### src/rtl/instr_encoder.sv
// RV32I R/I-type field-bundle encoder feeding an address-tagged FIFO.
// Optional legality check on accepted bundles: define INSTR_ENC_LEGAL_CHECK_EN.
module instr_encoder #(
  parameter int          DEPTH     = 4,
  parameter logic [31:0] BASE_ADDR = 32'h0000_0000
) (
  input  logic                       clk,
  input  logic                       rst_n,
  input  logic                       in_valid,
  output logic                       in_ready,
  input  logic                       in_type,
  input  logic [4:0]                 in_rd,
  input  logic [4:0]                 in_rs1,
  input  logic [4:0]                 in_rs2,
  input  logic [2:0]                 in_funct3,
  input  logic [6:0]                 in_funct7,
  input  logic [11:0]                in_imm,
  input  logic                       in_clear,
  output logic                       out_valid,
  input  logic                       out_ready,
  output logic [31:0]                out_instr,
  output logic [31:0]                out_addr,
  output logic [$clog2(DEPTH+1)-1:0] count,
  output logic                       err
);
  localparam int CW = $clog2(DEPTH + 1);
  localparam int PW = $clog2(DEPTH);
  localparam logic [CW-1:0] FULL = CW'(DEPTH);

  // Handshakes: a transfer happens on a rising edge where valid && ready are both
  // high; valid never depends on ready, and in_ready depends only on registered count.
  logic [31:0]   instr_mem [DEPTH];
  logic [31:0]   addr_mem  [DEPTH];
  logic [PW-1:0] wr_ptr, rd_ptr;
  logic [31:0]   addr;
  logic [31:0]   word;
  logic          legal, accept, push, pop;

  assign in_ready  = (count != FULL);
  assign out_valid = (count != '0);
  assign out_instr = instr_mem[rd_ptr];
  assign out_addr  = addr_mem[rd_ptr];

  assign word = in_type ? {in_imm, in_rs1, in_funct3, in_rd, 7'b0010011}
                        : {in_funct7, in_rs2, in_rs1, in_funct3, in_rd, 7'b0110011};

`ifdef INSTR_ENC_LEGAL_CHECK_EN
  always_comb begin
    legal = 1'b1;
    if (!in_type) begin
      if (in_funct7 != 7'h00 && in_funct7 != 7'h20)
        legal = 1'b0;
      else if (in_funct7 == 7'h20 && in_funct3 != 3'b000 && in_funct3 != 3'b101)
        legal = 1'b0;
    end else begin
      if (in_funct3 == 3'b001 && in_imm[11:5] != 7'h00)
        legal = 1'b0;
      if (in_funct3 == 3'b101 && in_imm[11:5] != 7'h00 && in_imm[11:5] != 7'h20)
        legal = 1'b0;
    end
  end

  always_ff @(posedge clk or negedge rst_n) begin
    if (!rst_n) err <= 1'b0;
    else        err <= accept && !in_clear && !legal;
  end
`else
  assign legal = 1'b1;
  assign err   = 1'b0;
`endif

  assign accept = in_valid && in_ready;
  // Clear wins over both sides: the presented bundle is dropped and nothing pops.
  assign push   = accept && legal && !in_clear;
  assign pop    = out_valid && out_ready && !in_clear;

  always_ff @(posedge clk or negedge rst_n) begin
    if (!rst_n) begin
      wr_ptr <= '0;
      rd_ptr <= '0;
      count  <= '0;
      addr   <= BASE_ADDR;
      for (int i = 0; i < DEPTH; i++) begin
        instr_mem[i] <= '0;
        addr_mem[i]  <= '0;
      end
    end else if (in_clear) begin
      wr_ptr <= '0;
      rd_ptr <= '0;
      count  <= '0;
      addr   <= BASE_ADDR;
    end else begin
      if (push) begin
        instr_mem[wr_ptr] <= word;
        addr_mem[wr_ptr]  <= addr;
        wr_ptr            <= wr_ptr + 1'b1;
        addr              <= addr + 32'd4;
      end
      if (pop)
        rd_ptr <= rd_ptr + 1'b1;
      if (push && !pop)
        count <= count + 1'b1;
      else if (pop && !push)
        count <= count - 1'b1;
    end
  end
endmodule

### config.mk
export PLATFORM = sky130hd
export DESIGN_NAME = instr_encoder
export DESIGN_NICKNAME = d
export VERILOG_FILES = /design/src/rtl/instr_encoder.sv
export SDC_FILE = /design/constraint.sdc
export NUM_CORES = 1
export LEC_CHECK = 0
export ABC_CLOCK_PERIOD_IN_PS = 4800
export BUFFER_PORTS_ARGS = -buffer_cell sky130_fd_sc_hd__clkbuf_2
export CORE_MARGIN = 8
export CORE_UTILIZATION = 60
export CTS_CLUSTER_SIZE = 28
export DETAILED_ROUTE_END_ITERATION = 7
export PLACE_DENSITY = 0.8
export RECOVER_POWER = 50
export SYNTH_ARGS = -nofsm -noshare
export SYNTH_HDL_FRONTEND = slang
export SYNTH_SLANG_ARGS = --single-unit
### constraint.sdc
create_clock -name clk -period 4.8 [get_ports clk]
set_clock_uncertainty 0.1 [all_clocks]
set_input_delay 0.48 -clock clk [delete_from_list [all_inputs] [get_ports clk]]
set_output_delay 0.48 -clock clk [all_outputs]
set_load 0.01 [all_outputs]
==> flow_metrics.tcl <==
set metrics [dict create \
    drtPass1Iterations 4 \
    drc 0 \
    fin_crit_ps 3184 \
    setup_viol 0 \
    synth_edf_count 0 \
    wl_per_cell_um 20.53 \
    antenna_left 0 \
    clk_pin_slew_worst_paths_ps 60 \
    ys_seq_elements 265 \
    period_share 0.6633 \
    worst-path-stages 3 \
    required_ps 4220 \
    num-fill-cells 1457 \
    critical_path_class "reg2out" \
    final_common_cell "dfrtp_1" \
    grt_max_degree 132 \
    max_cap_violations 4 \
    diodes 0 \
    seq_area_frac_synth 0.5471 \
    synth_area_um2 12120 \
    r2r_setup_slack_ps 1640 \
    pwr-share-comb 0.230 \
    ir_drop_v 0.0002894 \
    syn_area_per_cell_um2 14.82 \
    netlist-cell-type-count 44 \
    synth_cells 818 \
    power.switching_mw 1.898 \
    grt_util_all_layers 0.2019 \
    synth_area_leader_cell "dfrtp_1" \
    final_cell_mix "263 x dfrtp_1, 210 x mux2_1, 101 x clkbuf_2" \
    pwr-share-clk 0.320 \
    use_met3 0.03494 \
    powerDensity_nw_per_um2 494.6 \
    synth_area_leaders "dfrtp_1 55%, mux2_1 20%, mux4_2 11%" \
    finalSetupTns_ps 0 \
    p_int_mw 4.853 \
    postCtsSetupBuffers 0 \
    hold_path_class "in2async" \
    cts_num_sinks 265 \
    synth_top_area_frac 0.5471 \
    hold_buffers 0 \
    p_seq_frac 0.450 \
    crit_chain "buf_4, mux4_2, clkbuf_2" \
    hold_violations 13 \
    hold_ws_ps -16.55 \
    crit_family "flip-flops" \
    endpoint "out_addr[31]" \
    ff2ff_path_depth 7 \
    grt_util_met1 0.2760 \
    violations "hold timing, capacitance limit, slew limit" \
    insertion_delay_ps 520 \
    grt_remaining_overflow 0 \
    grt_pass1_wl_um 40540 \
    slowest_stage "dfrtp_2" \
    busiest_layer "met2" \
    vias 7214 \
    dp_slack_ps 1699 \
    numCtsBuffers 27 \
    start_kind "flop" \
    synthFlopType "dfrtp_1" \
    cts-resized-gates 0 \
    relSlewSlack -0.4135 \
    core_area_um2 20040 \
    startpoint "rd_ptr[1]" \
    drive_above_1_share 0.2538 \
    pin_count 113 \
    die-height_um 158.1 \
    rr_startpoint "count[2]" \
    grt_pass1_vias 7652 \
    final_max_slew_viol_count 142 \
    clockBufferDepth 3 \
    row_count 52 \
    die_area_um2 25010 \
    ys_warn_count 0 \
    met2_usage 0.3318 \
    cp.arrival_ps 2600 \
    leakage_nw 6.468 \
    syn_to_final_growth_pct 12.61 \
    worst-path-buf-inv 2 \
    start_util 0.6048 \
    port_buffers 106 \
    globalplace.congestion 0.7820 \
    max_freq_mhz 314.1 \
    rsz0062_at_grt "false" \
    dieWidth_um 158.1 \
    antenna_found_initial 0 \
    r2r_end "count[2]" \
    netSwitchingFraction 0.2811 \
    layout_setup_ws_ps 1616 \
    htree_num_levels 1 \
    root_buffer "clkbuf_16" \
    outcome "complete, but fails checks" \
    tightest_slew_ps 2120 \
    nets 952 \
    cts_tree "built" \
    via_per_inst 6.052 \
    slowest_delay_ps 1030 \
    drt_iter0_drc 507 \
    critPathCaptureType "output pin" \
    crit_fanout 38 \
    async_flop_share 1.000 \
    wl_um 24470 \
    hpwlAfterDp_um 15540 \
]
power groups by stage:
| stage | clock, mW | sequential (mW) | combinational, mW |
|---|---|---|---|
| finish | 2.16 | 3.04 | 1.55 |
| global route | 2.29 | 3.11 | 1.69 |
| CTS | 2.20 | 3.04 | 1.60 |
| detailed placement | 0 | 3.08 | 1.59 |
| global placement | 0 | 3.05 | 1.55 |
| floorplan | 0 | 2.88 | 1.22 |
synth_stat cells, drive strengths merged (2+ instances only):
cell      n
a21oi    23
and2      4
and3      5
and4      4
buf      55
clkbuf   14
dfrtp   265
ha        5
inv       7
mux2    223
mux4     57
nand2    29
nand2b    4
nand3     9
nand4    12
nand4b    4
nor2     13
nor2b     3
nor3      3
nor4      2
o21ai    19
o31ai    19
or3       3
or4      18
xnor2     3
xor2      7
registers in the layout, summed over array words and instances (netlist names):
signal and cells:
rd_ptr 2, wr_ptr 2, count 3, instr_mem 108, addr_mem 120, addr 30
routing by layer:
layer	vias to the layer above	routed length (µm)	part of all wire
met5	-	0	0
met4	0	432	0.018
met3	34	1423	0.058
met2	185	11770	0.48
met1	3800	10840	0.44
li1	3195	-	-
area by class of cell:
| cell class | count | area [µm²] | share of cell area |
|---|---|---|---|
| inverter | 7 | 26.28 | 0.001925 |
| sequential | 265 | 6636 | 0.4862 |
| timing repair buffer | 120 | 621.8 | 0.04556 |
| clock buffer | 41 | 818.3 | 0.05995 |
| multi-input combinational | 482 | 5099 | 0.3735 |
| clock inverter | 7 | 110.1 | 0.008067 |
| tap | 270 | 337.8 | 0.02475 |
logic make-up after synthesis:
family	share of synthesized area
AND/OR/NAND/NOR	0.05843
buffers and inverters	0.03500
AO/OA/AOI/OAI	0.03118
XOR/XNOR	0.007227
multiplexers	0.3139
other	0.0003094
flip-flops	0.5471
adder cells (fa/ha/maj)	0.006813
stage by stage:
step	hold WS, ps	util	cells	power [mW]	instance area (µm²)
after floorplan	84.41	-	823	4.100	12140
after global placement	351.2	0.6370	1144	4.599	12760
after detailed placement	350.8	0.6370	1144	4.666	12760
after CTS	21.12	0.6833	1192	6.847	13690
after global routing	46.29	0.6811	1192	7.086	13650
final	-16.55	0.6811	1192	6.751	13650
worst min-delay path by stage:
| stage | cells past startpoint | end | slack [ps] | start |
|---|---|---|---|---|
| global placement | 1 | instr_mem[36] | 350 | instr_mem[36] |
| floorplan | 0 | addr[10] | 80 | rst_n |
| global route | 1 | instr_mem[79] | 50 | rst_n |
| CTS | 1 | instr_mem[79] | 20 | rst_n |
| finish | 1 | instr_mem[47] | -20 | rst_n |
| detailed placement | 1 | instr_mem[68] | 350 | instr_mem[68] |
Power figures use the tool's default switching activity.
